[src/rtl/sm_pulse_driver.sv]
// sm_pulse_driver
//
// Stimulus and transmit end for the 4-phase x/y pulse-counting FSM.
// On a start command it sends a train of single-cycle x pulses, separated by
// a programmable number of idle cycles. It also runs a bit-exact model of the
// downstream counter FSM and flags any returned y that differs from the
// model's prediction.
//
// Optional feature (define the macro to enable):
//   SM_DRV_ERRCNT_EN - adds err_cnt[7:0], a saturating count of mismatching edges.
//
// Ports:
//   clk        in   system clock, rising edge
//   reset      in   asynchronous, active-high; clears all state and outputs
//   start      in   command strobe, only looked at in IDLE
//   count      in   number of x pulses to send (0 = complete with no pulse)
//   gap        in   number of x=0 cycles between consecutive pulses
//   phase_clr  in   synchronous clear of the downstream model
//   y_in       in   y returned by the downstream FSM
//   x          out  registered pulse output to the downstream FSM
//   busy       out  high from an accepted start until done
//   done       out  one-cycle completion pulse
//   exp_phase  out  model's predicted downstream state (0..3)
//   err        out  sticky mismatch flag, cleared by an accepted start
//   err_cnt    out  (SM_DRV_ERRCNT_EN only) saturating mismatch count
//
// Handshake: start is a level sampled on each rising edge while IDLE; it is
// accepted on that edge and ignored (never queued) while a command is running.
// busy rises the cycle after acceptance and done pulses for exactly one cycle
// at the end, with busy already low.

module sm_pulse_driver #(
    parameter int CNT_W = 4,
    parameter int GAP_W = 4
) (
    input  logic             clk,
    input  logic             reset,
    input  logic             start,
    input  logic [CNT_W-1:0] count,
    input  logic [GAP_W-1:0] gap,
    input  logic             phase_clr,
    input  logic             y_in,
    output logic             x,
    output logic             busy,
    output logic             done,
    output logic [1:0]       exp_phase,
`ifdef SM_DRV_ERRCNT_EN
    output logic [7:0]       err_cnt,
`endif
    output logic             err
);

    typedef enum logic [2:0] {
        IDLE   = 3'd0,
        PULSE  = 3'd1,
        GAP    = 3'd2,
        SETTLE = 3'd3,
        DONE   = 3'd4
    } state_t;

    localparam logic [CNT_W-1:0] CNT_ONE = 1;
    localparam logic [GAP_W-1:0] GAP_ONE = 1;

    state_t           state, state_n;
    logic [CNT_W-1:0] rem, rem_n;
    logic [GAP_W-1:0] gap_r, gap_r_n;
    logic [GAP_W-1:0] gap_cnt, gap_cnt_n;
    logic [1:0]       settle_cnt, settle_cnt_n;
    logic             accept;
    logic             exp_y;
    logic             mismatch;

    // Next-state and counter logic.
    always_comb begin
        state_n      = state;
        rem_n        = rem;
        gap_r_n      = gap_r;
        gap_cnt_n    = gap_cnt;
        settle_cnt_n = settle_cnt;
        accept       = 1'b0;

        case (state)
            IDLE: begin
                if (start) begin
                    accept = 1'b1;
                    if (count != '0) begin
                        rem_n   = count;
                        gap_r_n = gap;
                        state_n = PULSE;
                    end else begin
                        state_n = DONE;
                    end
                end
            end
            PULSE: begin
                rem_n = rem - CNT_ONE;
                if (rem == CNT_ONE) begin
                    // Two quiet cycles so the response to the last pulse
                    // has come back on y_in before we report done.
                    settle_cnt_n = 2'd2;
                    state_n      = SETTLE;
                end else if (gap_r != '0) begin
                    gap_cnt_n = gap_r;
                    state_n   = GAP;
                end
                // gap_r == 0: stay in PULSE, x stays high back-to-back.
            end
            GAP: begin
                gap_cnt_n = gap_cnt - GAP_ONE;
                // Leaving on the edge where the counter expires gives exactly
                // gap_r cycles with x low.
                if (gap_cnt == GAP_ONE) begin
                    state_n = PULSE;
                end
            end
            SETTLE: begin
                settle_cnt_n = settle_cnt - 2'd1;
                if (settle_cnt == 2'd1) begin
                    state_n = DONE;
                end
            end
            DONE: begin
                state_n = IDLE;
            end
            default: begin
                state_n = IDLE;
            end
        endcase
    end

    // Checking only runs while a command is in flight.
    assign mismatch = (state != IDLE) && (y_in != exp_y);

    // FSM state, counters and registered outputs decoded from the next state.
    always_ff @(posedge clk or posedge reset) begin
        if (reset) begin
            state      <= IDLE;
            rem        <= '0;
            gap_r      <= '0;
            gap_cnt    <= '0;
            settle_cnt <= 2'd0;
            x          <= 1'b0;
            busy       <= 1'b0;
            done       <= 1'b0;
        end else begin
            state      <= state_n;
            rem        <= rem_n;
            gap_r      <= gap_r_n;
            gap_cnt    <= gap_cnt_n;
            settle_cnt <= settle_cnt_n;
            x          <= (state_n == PULSE);
            busy       <= (state_n == PULSE) || (state_n == GAP) || (state_n == SETTLE);
            done       <= (state_n == DONE);
        end
    end

    // Model of the downstream FSM. It advances from the x value currently on
    // the wire; the x=0 step from phase 3 back to 1 is a property of the
    // downstream design. exp_y lags phase by one edge like its registered y.
    always_ff @(posedge clk or posedge reset) begin
        if (reset) begin
            exp_phase <= 2'd0;
            exp_y     <= 1'b0;
        end else if (phase_clr) begin
            exp_phase <= 2'd0;
            exp_y     <= 1'b0;
        end else begin
            exp_y <= exp_phase[0];
            if (x) begin
                exp_phase <= exp_phase + 2'd1;
            end else if (exp_phase == 2'd3) begin
                exp_phase <= 2'd1;
            end
        end
    end

    // Sticky error flag. accept only happens in IDLE and mismatch only outside
    // IDLE, so the two never coincide.
    always_ff @(posedge clk or posedge reset) begin
        if (reset) begin
            err <= 1'b0;
        end else if (accept) begin
            err <= 1'b0;
        end else if (mismatch) begin
            err <= 1'b1;
        end
    end

`ifdef SM_DRV_ERRCNT_EN
    always_ff @(posedge clk or posedge reset) begin
        if (reset) begin
            err_cnt <= 8'd0;
        end else if (accept) begin
            err_cnt <= 8'd0;
        end else if (mismatch && (err_cnt != 8'hFF)) begin
            err_cnt <= err_cnt + 8'd1;
        end
    end
`endif

endmodule
[config.mk]
export PLATFORM = sky130hd
export DESIGN_NAME = sm_pulse_driver
export DESIGN_NICKNAME = d
export VERILOG_FILES = /design/src/rtl/sm_pulse_driver.sv
export SDC_FILE = /design/constraint.sdc
export NUM_CORES = 1
export LEC_CHECK = 0
export CORE_ASPECT_RATIO = 0.8
export CORE_UTILIZATION = 50
export CTS_BUF_LIST = sky130_fd_sc_hd__clkbuf_2
export CTS_CLUSTER_DIAMETER = 120
export CTS_CLUSTER_SIZE = 25
export DETAILED_ROUTE_END_ITERATION = 10
export PLACE_DENSITY = 0.76
export SYNTH_ARGS = -nofsm -noshare
export SYNTH_HDL_FRONTEND = slang
export SYNTH_SLANG_ARGS = --single-unit
[constraint.sdc]
create_clock -name clk -period 2.25 [get_ports clk]
set_input_delay 0.45 -clock clk [delete_from_list [all_inputs] [get_ports clk]]
set_output_delay 0.45 -clock clk [all_outputs]
set_load 0.005 [all_outputs]
# Word-level counts from Yosys, hierarchy flattened
# Index checks and enable logic that the tools add are counted.
# totals
regBits	24
out_inout_bits	6
elab_cells	71
in_bits	13
# classes
n_reduce_logical	16
muxes	23
add_sub_neg	4
n_eq_ne	17
# op_table
cell	count
2-to-1 mux 3 bit	6
2-to-1 mux 4 bit	4
one-hot mux 4 bit (2 select lines)	2
== test 3 x 2 -> 1 bit, second input constant	4
one-hot mux 3 bit (4 select lines)	1
!= test 2 bit, second input constant	5
AND reduction 3 bit	3
== test 4 x 1 -> 1 bit, second input constant	2
2-to-1 mux 2 bit	4
nonzero test 2 bit	4
nonzero test 4 bit	2
subtractor 4 x 1 -> 4 bit, second input constant	2
== test 3 x 1 -> 1 bit, second input constant	2
nonzero test 3 bit	2
2-to-1 mux 1 bit	5
one-hot mux 2 bit (2 select lines)	1
== test 3 bit, second input constant	1
logical NOT 3 bit	1
adder 2 x 1 -> 2 bit, second input constant	1
== test 2 x 1 -> 1 bit, second input constant	1
== test 2 bit, second input constant	1
logical OR 1 bit	2
AND reduction 2 bit	1
subtractor 2 x 1 -> 2 bit, second input constant	1
other kinds (2)	2

# Logic depth before layout (Yosys ltp)
# depth
depth_word	7
mapped_depth	6
ltp_nobuf	6

# Worst setup path before layout
# Ideal clock, no wire load.
# synth_timing
path_type	register to register
start	register state[1]
end	register gap_cnt[1]
t_arrival_ns	1.539
required_ns	2.123
stages_incl_launch_ff	5
setup_time_ns	0.127
slack_ns	0.583
cell_sequence	dfrtp_1 or3b_1 o21ai_2 and2_4 mux2_1
# synth_between
elab_chain_cells	3
# synth_lines
item	line_no	rtl
from (decl)	64	state_t state, state_n;
from (signal assigned)	146	state <= state_n;
== test 3 x 1 -> 1 bit / == test 3 x 2 -> 1 bit (equally long branches)	82	case (state)
!= test 2 bit (no line) / nonzero test 2 bit (equally long branches)	-	
AND reduction 3 bit (no line)	-	
to (signal assigned)	149	gap_cnt <= gap_cnt_n;
to (decl)	67	logic [GAP_W-1:0] gap_cnt, gap_cnt_n;
# Parallel ways exist; a longest one is shown, timed or not.
# A chain may end at the register's enable or synchronous reset.

# Worst setup path after layout
# Same ends and word-level chain as after synthesis.

==> results.json <==
{
  "internal-power_w": 0.001135,
  "synth_cell_types": 36,
  "path_clk_slew_ps": 210,
  "fin_crit_sh_pct": 82.00,
  "setup.worst_path.end_class": "flip-flop",
  "hp-class": "primary input to asynchronous set/reset pin",
  "hold_viol_final": 0,
  "multiInputGateArea_um2": 595.6,
  "portBuffers": 18,
  "cts.sinks": 24,
  "layout-drive-gt1-share_pct": 10.34,
  "fill_cells": 192,
  "ios": 19,
  "netlist_area_mm2": 0.001226,
  "die_h_um": 46.30,
  "ys_warn_count": 0,
  "synthCells": 120,
  "fmax_mhz": 542.0,
  "max_slew_margin_pct": 67.81,
  "regArea_um2": 600.6,
  "antenna_cells": 0,
  "insertion_delay_ps": 340,
  "max_cap_violations": 0,
  "grt.overflow.total": 0,
  "yosys-top-cells-count": "dfrtp_1 (24), nand2_1 (17), a21oi_1 (8)",
  "crit_end": "gap_cnt[1]$_DFFE_PP0P_",
  "gp_congestion": 0.8072,
  "crit_path_start_kind": "flip-flop",
  "violations": "design-rule violations",
  "track_usage_pct": 21.35,
  "seq_power_share_pct": 42.9,
  "yosysTopAreaCellShare_pct": 48.98,
  "cts_tree": "yes",
  "cts_hold_buffers": 0,
  "timing.final.crit_period_ps": 1845,
  "initial_core_util_pct": 54.90,
  "drt_iter0_markers": 34,
  "combPwrFrac_pct": 48.8,
  "worst-r2r-cell-count": 4,
  "p_switching_w": 0.0007837,
  "required_ps": 2500,
  "place_inst": 167,
  "cp_max_fo": 7,
  "ys_ff_latch": 24,
  "power_density_mw_per_mm2": 1291,
  "drtAntennaViolNets": 0,
  "rsz0062_at_grt": "false",
  "async_flop_share_pct": 100.0,
  "routed_wl_um": 2458,
  "grt_pass1_wl_um": 4153,
  "cts_buffers": 3,
  "syn_to_final_growth_pct": 21.22,
  "avgSynthCellArea_um2": 10.22,
  "grt_pass1_vias": 941,
  "fin_nets": 166,
  "clk_path_buf_depth": 2,
  "cts_root_buffer": "clkbuf_2",
  "r2r_setup_slack_ps": 400,
  "synth-edff-count": 0,
  "ctsHtreeMaxLevel": 1,
  "synth_top_area_cell": "dfrtp_1",
  "rows": 15,
  "reg2reg_from": "state[1]$_DFF_PP0_",
  "critical_path_class": "flip-flop to flip-flop",
  "first_pass_iters": 8,
  "syn_nets": 139,
  "r2r_end": "gap_cnt[1]$_DFFE_PP0P_",
  "cp.arrival_ps": 2090,
  "stdcell_count": 170,
  "finalSetupTns_ps": 0,
  "post_cts_buffers": 0,
  "report.final.slew_viol_count": 0,
  "routed_via_density": 5.759,
  "synth_flop_cell": "dfrtp_1",
  "antenna_found_initial": 0,
  "fin_skew_ps": 7.529,
  "wl_per_cell_um": 14.46,
  "core_mm2": 0.002233,
  "cts-resized-gates": 0,
  "clockPowerShare_pct": 8.3,
  "setup-violations-final": 0,
  "route.detailed.drc": 2,
  "crit_start": "state[1]$_DFF_PP0_",
  "yosysMostFrequentCell": "dfrtp_1",
  "status": "finished with violations",
  "tightest_slew_ps": 480.7,
  "switching_share_pct": 40.84,
  "grt_max_degree": 25,
  "peakVddDrop_uv": 821.5,
  "ys_top_cells_by_area": "dfrtp_1 (49%), ha_1 (6.1%), nand2_1 (5.2%)",
  "die_w_um": 57.37,
  "dieArea_mm2": 0.002656,
  "synth-seq-area-share_pct": 48.98,
  "vias": 979,
  "dp_hpwl_um": 1840,
  "leakagePower_nw": 0.6648
}
-- power groups by stage --
| stage | clock network, W | registers, W | logic [W] |
|---|---|---|---|
| final | 0.000160 | 0.000823 | 0.000936 |
| after CTS | 0.000169 | 0.000818 | 0.000945 |
| after global placement | 0 | 0.000821 | 0.000891 |
| after floorplan | 0 | 0.000789 | 0.000661 |
| after global routing | 0.000184 | 0.000853 | 0.00105 |
| after detailed placement | 0 | 0.000830 | 0.000935 |
-- worst min path at each step --
stage                               from                        end  slack, ps  cells after the start
6_report                           reset            exp_y$_DFF_PP0_        410                      3
5_1_grt                            reset            exp_y$_DFF_PP0_        420                      3
4_1_cts                            reset            exp_y$_DFF_PP0_        420                      3
3_5_place_dp   settle_cnt[0]$_DFFE_PP0P_  settle_cnt[0]$_DFFE_PP0P_        500                      1
3_3_place_gp             err$_DFFE_PP0P_            err$_DFFE_PP0P_        480                      2
2_1_floorplan                      reset             busy$_DFF_PP0_        460                      1
-- sequential cells by signal, summed over array words and instances, names as in the netlist, 2 cells and up --
signal	count
exp_phase	2
state	3
gap_cnt	4
gap_r	4
rem	4
settle_cnt	2
-- cell type report --
| type | count | share of cell area, % |
|---|---|---|
| well taps | 25 | 2.104 |
| repair buffers | 23 | 14.65 |
| flip-flops and latches | 24 | 40.40 |
| multi-input cells | 88 | 40.07 |
| clock buffers | 3 | 1.010 |
| inverters | 7 | 1.768 |
-- cell usage in the layout (no fill, tap or decap), drive strengths merged --
master          n
a221oi          3
nor3            3
nor4b           1
o22ai           1
a211oi          1
and2            1
nor4            2
o2111ai         1
a31oi           4
buf             5
a21oi           8
inv             7
nand3b          1
clkbuf          3
nand2          17
nand2b          3
clkdlybuf4s50  18
mux2            1
nor2            6
ha              6
or3             1
o22a            1
dfrtp          24
nand3           5
o21ai           7
or3b            2
o31ai           1
nor3b           4
nor2b           2
a21o            1
o211ai          3
xor2            1
xnor2           1
-- kinds of logic (layout without fill, tap and decap cells) --
kind of cell             after synthesis  in the layout  synth area share, %
AND/OR/NAND/NOR                       48             48                23.88
AO/OA/AOI/OAI                         31             31                16.23
flip-flops                            24             24                48.98
buffers and inverters                  8             33                2.449
adder cells (fa/ha/maj)                6              6                6.122
XOR/XNOR                               2              2                1.429
multiplexers                           1              1               0.9183
-- through the flow --
stage	setup slack [ps]	power (W)	area (µm²)	utilization [%]	hold WS [ps]
4_1_cts	402.1	0.001932	1486	66.55	418.8
2_1_floorplan	583.4	0.001450	1226	-	462.8
6_report	405.0	0.001919	1486	66.55	412.8
3_3_place_gp	189.4	0.001711	1471	65.88	478.2
3_5_place_dp	158.7	0.001765	1471	65.88	497.4
5_1_grt	329.7	0.002084	1486	66.55	415.8
-- per-layer routing --
metal / wire [µm] / global-route usage [%]
met1: 1194 / 28.01
met3: 112 / 5.899
met4: 22 / 5.854
met2: 1128 / 35.35
met5: 0 / 0
-- worst max-delay path, stage by stage (launching register included) --
cell and delay (ps):
dfrtp_1 520, or3b_1 490, o21ai_2 240, and2_4 190
mux2_1 310
No activity file was read; power rests on OpenSTA's default activity.
